==> src/rtl/mldsa_ahb_cmd_master_if.sv <==
// Request/response stream plus AHB-lite master signals for mldsa_ahb_cmd_master.
// The master modport is the command master's view; slave is the view of whatever drives it and answers the bus.
interface mldsa_ahb_cmd_master_if #(
    parameter int AHB_ADDR_WIDTH = 32,
    parameter int AHB_DATA_WIDTH = 64
);
    logic                      req_valid;
    logic                      req_ready;
    logic                      req_write;
    logic [AHB_ADDR_WIDTH-1:0] req_addr;
    logic [31:0]               req_wdata;
    logic                      rsp_valid;
    logic                      rsp_ready;
    logic [31:0]               rsp_rdata;
    logic                      rsp_err;
    logic                      hsel_o;
    logic [AHB_ADDR_WIDTH-1:0] haddr_o;
    logic                      hwrite_o;
    logic [1:0]                htrans_o;
    logic [2:0]                hsize_o;
    logic [AHB_DATA_WIDTH-1:0] hwdata_o;
    logic                      hready_i;
    logic                      hresp_i;
    logic [AHB_DATA_WIDTH-1:0] hrdata_i;

    modport master (
        input  req_valid, req_write, req_addr, req_wdata, rsp_ready,
        input  hready_i, hresp_i, hrdata_i,
        output req_ready, rsp_valid, rsp_rdata, rsp_err,
        output hsel_o, haddr_o, hwrite_o, htrans_o, hsize_o, hwdata_o
    );

    modport slave (
        output req_valid, req_write, req_addr, req_wdata, rsp_ready,
        output hready_i, hresp_i, hrdata_i,
        input  req_ready, rsp_valid, rsp_rdata, rsp_err,
        input  hsel_o, haddr_o, hwrite_o, htrans_o, hsize_o, hwdata_o
    );
endinterface

==> src/rtl/mldsa_ahb_cmd_master.sv <==
// Single-outstanding AHB-lite master: one 32-bit word request in, one AHB transfer on the
// 64-bit bus, one response out. All bus and stream outputs come straight from registers.
module mldsa_ahb_cmd_master #(
    parameter int AHB_ADDR_WIDTH = 32,
    parameter int AHB_DATA_WIDTH = 64
) (
    input logic                   clk,
    input logic                   rst,
    mldsa_ahb_cmd_master_if.master bus
);
    typedef enum logic [2:0] {
        S_IDLE,
        S_ADDR,
        S_DATA,
        S_ERR2,
        S_RESP
    } state_t;

    localparam logic [1:0] HTRANS_IDLE   = 2'b00;
    localparam logic [1:0] HTRANS_NONSEQ = 2'b10;
    localparam logic [2:0] HSIZE_WORD    = 3'b010;

    state_t                    state_q;
    logic                      write_q;
    logic [AHB_ADDR_WIDTH-1:0] addr_q;
    logic [31:0]               wdata_q;
    logic                      req_ready_q;
    logic                      rsp_valid_q;
    logic [31:0]               rsp_rdata_q;
    logic                      rsp_err_q;
    logic                      hsel_q;
    logic [AHB_ADDR_WIDTH-1:0] haddr_q;
    logic                      hwrite_q;
    logic [1:0]                htrans_q;
    logic [2:0]                hsize_q;
    logic [AHB_DATA_WIDTH-1:0] hwdata_q;

    // addr[2] picks which 32-bit lane of the 64-bit bus carries the word.
    logic [AHB_DATA_WIDTH-1:0] wdata_lane_d;
    logic [31:0]               rd_lane [2];
    logic [31:0]               rdata_sel_d;

    for (genvar gi = 0; gi < 2; gi++) begin : g_lane
        assign wdata_lane_d[gi*32 +: 32] = (int'(addr_q[2]) == gi) ? wdata_q : 32'h0;
        assign rd_lane[gi]               = bus.hrdata_i[gi*32 +: 32];
    end
    assign rdata_sel_d = rd_lane[addr_q[2]];

    always_ff @(posedge clk or posedge rst) begin
        if (rst) begin
            state_q     <= S_IDLE;
            write_q     <= 1'b0;
            addr_q      <= '0;
            wdata_q     <= 32'h0;
            req_ready_q <= 1'b0;
            rsp_valid_q <= 1'b0;
            rsp_rdata_q <= 32'h0;
            rsp_err_q   <= 1'b0;
            hsel_q      <= 1'b0;
            haddr_q     <= '0;
            hwrite_q    <= 1'b0;
            htrans_q    <= HTRANS_IDLE;
            hsize_q     <= HSIZE_WORD;
            hwdata_q    <= '0;
        end else begin
            hsize_q <= HSIZE_WORD;
            case (state_q)
                S_IDLE: begin
                    req_ready_q <= 1'b1;
                    if (bus.req_valid && req_ready_q) begin
                        req_ready_q <= 1'b0;
                        write_q     <= bus.req_write;
                        addr_q      <= bus.req_addr;
                        wdata_q     <= bus.req_wdata;
                        if (bus.req_addr[1:0] != 2'b00) begin
                            // Misaligned word: answer with an error without touching the bus.
                            state_q     <= S_RESP;
                            rsp_valid_q <= 1'b1;
                            rsp_err_q   <= 1'b1;
                            rsp_rdata_q <= 32'h0;
                        end else begin
                            state_q  <= S_ADDR;
                            hsel_q   <= 1'b1;
                            htrans_q <= HTRANS_NONSEQ;
                            haddr_q  <= bus.req_addr;
                            hwrite_q <= bus.req_write;
                        end
                    end
                end
                S_ADDR: begin
                    if (bus.hready_i) begin
                        state_q  <= S_DATA;
                        htrans_q <= HTRANS_IDLE;
                        haddr_q  <= '0;
                        hwrite_q <= 1'b0;
                        hwdata_q <= write_q ? wdata_lane_d : '0;
                    end
                end
                S_DATA: begin
                    if (bus.hready_i) begin
                        state_q     <= S_RESP;
                        hsel_q      <= 1'b0;
                        hwdata_q    <= '0;
                        rsp_valid_q <= 1'b1;
                        rsp_err_q   <= bus.hresp_i;
                        rsp_rdata_q <= (write_q || bus.hresp_i) ? 32'h0 : rdata_sel_d;
                    end else if (bus.hresp_i) begin
                        state_q <= S_ERR2;
                    end
                end
                S_ERR2: begin
                    if (bus.hready_i) begin
                        state_q     <= S_RESP;
                        hsel_q      <= 1'b0;
                        hwdata_q    <= '0;
                        rsp_valid_q <= 1'b1;
                        rsp_err_q   <= 1'b1;
                        rsp_rdata_q <= 32'h0;
                    end
                end
                S_RESP: begin
                    if (bus.rsp_ready) begin
                        state_q     <= S_IDLE;
                        req_ready_q <= 1'b1;
                        rsp_valid_q <= 1'b0;
                        rsp_err_q   <= 1'b0;
                        rsp_rdata_q <= 32'h0;
                    end
                end
                default: begin
                    state_q <= S_IDLE;
                end
            endcase
        end
    end

    assign bus.req_ready = req_ready_q;
    assign bus.rsp_valid = rsp_valid_q;
    assign bus.rsp_rdata = rsp_rdata_q;
    assign bus.rsp_err   = rsp_err_q;
    assign bus.hsel_o    = hsel_q;
    assign bus.haddr_o   = haddr_q;
    assign bus.hwrite_o  = hwrite_q;
    assign bus.htrans_o  = htrans_q;
    assign bus.hsize_o   = hsize_q;
    assign bus.hwdata_o  = hwdata_q;
endmodule

==> src/flat_wrapper.sv <==
// flat-port wrapper written by rule: the top's interface ports become plain ports
module mldsa_ahb_cmd_master_flat 
#(
    parameter int AHB_ADDR_WIDTH = 32,
    parameter int AHB_DATA_WIDTH = 64
)
  (clk, rst, bus_req_valid, bus_req_write, bus_req_addr, bus_req_wdata, bus_rsp_ready, bus_hready_i, bus_hresp_i, bus_hrdata_i, bus_req_ready, bus_rsp_valid, bus_rsp_rdata, bus_rsp_err, bus_hsel_o, bus_haddr_o, bus_hwrite_o, bus_htrans_o, bus_hsize_o, bus_hwdata_o);
  mldsa_ahb_cmd_master_if #(.AHB_ADDR_WIDTH(AHB_ADDR_WIDTH), .AHB_DATA_WIDTH(AHB_DATA_WIDTH)) bus_i ();
  input logic clk;
  input logic rst;
  input wire logic [$bits(bus_i.req_valid)-1:0] bus_req_valid;
  input wire logic [$bits(bus_i.req_write)-1:0] bus_req_write;
  input wire logic [$bits(bus_i.req_addr)-1:0] bus_req_addr;
  input wire logic [$bits(bus_i.req_wdata)-1:0] bus_req_wdata;
  input wire logic [$bits(bus_i.rsp_ready)-1:0] bus_rsp_ready;
  input wire logic [$bits(bus_i.hready_i)-1:0] bus_hready_i;
  input wire logic [$bits(bus_i.hresp_i)-1:0] bus_hresp_i;
  input wire logic [$bits(bus_i.hrdata_i)-1:0] bus_hrdata_i;
  output wire logic [$bits(bus_i.req_ready)-1:0] bus_req_ready;
  output wire logic [$bits(bus_i.rsp_valid)-1:0] bus_rsp_valid;
  output wire logic [$bits(bus_i.rsp_rdata)-1:0] bus_rsp_rdata;
  output wire logic [$bits(bus_i.rsp_err)-1:0] bus_rsp_err;
  output wire logic [$bits(bus_i.hsel_o)-1:0] bus_hsel_o;
  output wire logic [$bits(bus_i.haddr_o)-1:0] bus_haddr_o;
  output wire logic [$bits(bus_i.hwrite_o)-1:0] bus_hwrite_o;
  output wire logic [$bits(bus_i.htrans_o)-1:0] bus_htrans_o;
  output wire logic [$bits(bus_i.hsize_o)-1:0] bus_hsize_o;
  output wire logic [$bits(bus_i.hwdata_o)-1:0] bus_hwdata_o;
  assign bus_i.req_valid = bus_req_valid;
  assign bus_i.req_write = bus_req_write;
  assign bus_i.req_addr = bus_req_addr;
  assign bus_i.req_wdata = bus_req_wdata;
  assign bus_i.rsp_ready = bus_rsp_ready;
  assign bus_i.hready_i = bus_hready_i;
  assign bus_i.hresp_i = bus_hresp_i;
  assign bus_i.hrdata_i = bus_hrdata_i;
  assign bus_req_ready = bus_i.req_ready;
  assign bus_rsp_valid = bus_i.rsp_valid;
  assign bus_rsp_rdata = bus_i.rsp_rdata;
  assign bus_rsp_err = bus_i.rsp_err;
  assign bus_hsel_o = bus_i.hsel_o;
  assign bus_haddr_o = bus_i.haddr_o;
  assign bus_hwrite_o = bus_i.hwrite_o;
  assign bus_htrans_o = bus_i.htrans_o;
  assign bus_hsize_o = bus_i.hsize_o;
  assign bus_hwdata_o = bus_i.hwdata_o;
  mldsa_ahb_cmd_master #(.AHB_ADDR_WIDTH(AHB_ADDR_WIDTH), .AHB_DATA_WIDTH(AHB_DATA_WIDTH)) u_core (.clk(clk), .rst(rst), .bus(bus_i));
endmodule
==> config.mk <==
export PLATFORM = sky130hd
export DESIGN_NAME = mldsa_ahb_cmd_master_flat
export DESIGN_NICKNAME = d
export VERILOG_FILES = /design/src/rtl/mldsa_ahb_cmd_master_if.sv /design/src/rtl/mldsa_ahb_cmd_master.sv /design/src/flat_wrapper.sv
export SDC_FILE = /design/constraint.sdc
export NUM_CORES = 1
export LEC_CHECK = 0
export CORE_MARGIN = 3
export CORE_UTILIZATION = 34
export CTS_CLUSTER_DIAMETER = 30
export DETAILED_ROUTE_END_ITERATION = 10
export SLEW_MARGIN = 15
export SYNTH_ARGS = -nofsm -noshare
export SYNTH_HDL_FRONTEND = slang
export SYNTH_SLANG_ARGS = --single-unit
==> constraint.sdc <==
create_clock -name clk -period 7.43 [get_ports clk]
set_clock_uncertainty 0.05 [all_clocks]
set_input_delay 1.1145 -clock clk [delete_from_list [all_inputs] [get_ports clk]]
set_output_delay 1.1145 -clock clk [all_outputs]
set_load 0.03 [all_outputs]
==> impl_metrics.toml <==
[cells_and_area]
diodes = 0
fin_util_pct = 52.0
drive_gt1_share_pct = 18.6
nNetsFinal = 908
area_growth_pct = 48.0

[timing]
max_freq_mhz = 337
period_needed_ns = 2.97
worst_pin_slew_ns = 1.07
final-hold-violation-count = 0
rsz0062_at_grt = "no"
slew_violations = 0
slew_headroom_pct = 28.7
setup_violations = 0
setup_tns_ns = 0
min_period_over_period_pct = 40.0

[synth]
synth_edf_count = 0
synth.area.top_cells = "dfrtp_1, mux2_2, a22o_1"
ys.flop_type = "dfrtp_1"
netlist_instances = 518
async_flop_share_pct = 100
yosysSeqAreaShare_pct = 59.2
yosys.area.top_type = "dfrtp_1"
synth_cell_types = 36
avgSynthCellArea_um2 = 13.9
synth_common_cells = "dfrtp_1, mux2_2, a22o_1"
yosysMostFrequentCell = "dfrtp_1"
yosys.area.top_type_share_pct = 59.2
netlist_area_um2 = 7220
yosys_register_bits = 171
yosysWarningCount = 0

[cts]
clkTransAtPathRegs_ns = 0.07
clk-insertion-delay-late_ns = 0.42
cts_inserted_buffers = 17
cts_resized = 0
cts_root_buf = "clkbuf_16"
cts_setup_buffers = 0
cts_tree = "done"
ctsHoldBuffers = 0
htree_levels = 4
clockBufferDepth = 2
cts.sinks = 171

[route]
wl_um = 19300
drt-initial-drc-count = 175
drc = 0
vias = 5126
final_antenna_net_count = 0
dr.pass1.iters = 6
wl_per_cell_um = 18.3
vias_per_cell = 4.85

[floorplanning]
core_um2 = 20600
initial_core_util_pct = 35.1
num_rows = 52
die_h_um = 152
die_area_um2 = 23000
die_w_um = 152
pin_count = 273

[worst_setup_path]
path_cells = "clkdlybuf4s50_1 > and2b_1 > nand2_1 > a21o_2 > mux2_2"
worstSetupPathType = "primary input to register"
crit_buf_inv = 1
cp.arrival_ns = 3.22
crit_slowest_cell = "a21o_2"
crit_path_start_kind = "primary input"
crit_family = "compound AO/OA/AOI/OAI gates"
cpPeakStageDelay_ns = 0.84
endpoint_kind = "register"
cp_max_fo = 34
cp.required_ns = 7.68

[global_routing]
first_global_vias = 5325
grt_overflow = 0
antenna_found_initial = 0
track_usage_pct = 16.4
grt_pass1_wl_um = 29400
grt_max_degree = 98

[power_and_ir_drop]
leakage_nw = 4.78
netSwitchingFraction_pct = 37.4
p_sw_w = 0.00161
power_frac_seq_pct = 35.8
pwr-share-clk_pct = 21.3
power_frac_comb_pct = 42.9
cellInternalPower_w = 0.00269
vdd_ir_drop_max_uv = 249
power_density_nw_per_um2 = 402

[placement]
place_hpwl_um = 13400
gp_congestion = 0.774
port_buffers = 268

[flow_run]
cap_violations = 0

[worst_hold_path]
hold_path.class = "register to register"

[run_status]
status = "complete, no violations"
worst register-to-register path: stages (launching register included):
cell,delay [ns]
dfrtp_1,0.36
buf_4,0.27
nor2_2,0.28
o211a_1,0.24
a21o_2,0.82
mux2_2,0.45
per-stage QoR:
step	hold slack, ns	worst slack, ns	std cells	power, W	area [um2]
final	0.452	4.46	1056	0.00430	10700
after global routing	0.460	4.26	1056	0.00452	10700
after CTS	0.457	4.48	1056	0.00436	10700
after detailed placement	0.436	4.03	1024	0.00342	10100
after global placement	0.426	4.07	1024	0.00338	10100
after floorplan	0.433	1.63	520	0.00269	7230
layout make-up:
type                            count  area, um2
Inverter                            7       31.3
Fill cell                        1811       9870
Clock buffer                       19        453
Sequential cell                   171       4280
Tap cell                          270        338
Clock inverter                     13        155
Timing Repair Buffer              273       2720
Multi-Input combinational cell    303       2710
layer usage:
metal  share of wire (%)  GRT usage [%]  vias up  wire length, um
li1                    -              -     2349                -
met4                0.86           3.73        0              166
met2                  50           27.5      170             9570
met3                 8.0           6.13       10             1550
met5                   0              0        -                0
met1                  42           20.4     2597             8010
state kept, by name, summed over array words and instances, names as in the netlist:
register	count
u_core.bus.hwdata_o	64
u_core.bus.haddr_o	32
u_core.bus.rsp_rdata	32
u_core.wdata_q	32
u_core.state_q	3
u_core.addr_q	1
u_core.bus.hsel_o	1
u_core.bus.htrans_o	1
u_core.bus.hwrite_o	1
u_core.bus.req_ready	1
u_core.bus.rsp_err	1
u_core.bus.rsp_valid	1
u_core.write_q	1
layout by cell type, fill, tap and decap left out, types with 2 or more instances in the layout:
master / count
nor2b_1: 29
buf_4: 5
clkbuf_8: 2
mux2_2: 69
clkbuf_16: 17
inv_8: 2
a21oi_1: 2
inv_6: 6
o21ai_0: 2
nor2_1: 36
and2b_1: 3
a22o_1: 64
nand2_1: 5
clkinvlp_4: 2
nand2b_1: 2
bufinv_16: 2
and2_1: 2
clkdlybuf4s50_1: 268
nand2_2: 3
mux2_4: 28
inv_1: 6
dfrtp_1: 170
conb_1: 4
mux2i_1: 35
nor2_2: 3
final timing paths:
path	to	from	slack, ns	cells past startpoint
max	u_core.bus.rsp_rdata[28]	bus_hready_i	4.46	5
min in group asynchronous	u_core.bus.rsp_rdata[23]	rst	1.19	2
min	u_core.bus.haddr_o[27]	u_core.bus.haddr_o[27]	0.45	1
min reg2reg	u_core.bus.haddr_o[27]	u_core.bus.haddr_o[27]	0.45	1
max in group asynchronous	u_core.bus.hwdata_o[6]	rst	4.59	3
max reg2reg	u_core.bus.rsp_rdata[28]	u_core.state_q[0]	4.85	5
power by group through the flow:
stage                     registers (W)  clock network (W)  logic [W]
after floorplan                 0.00192                  0   0.000764
after global placement          0.00153                  0    0.00184
after detailed placement        0.00155                  0    0.00187
after CTS                       0.00154           0.000942    0.00187
after global routing            0.00159           0.000976    0.00196
final                           0.00154           0.000915    0.00184
cells by family after synthesis:
family          count (synthesis)  share of synthesized area (%)
compound gates                 80                           9.54
buf+inv                        46                           3.60
other cells                     2                          0.104
mux                           132                           21.4
flops                         171                           59.2
simple gates                   87                           6.08
No activity file was read; power rests on OpenSTA's default activity.
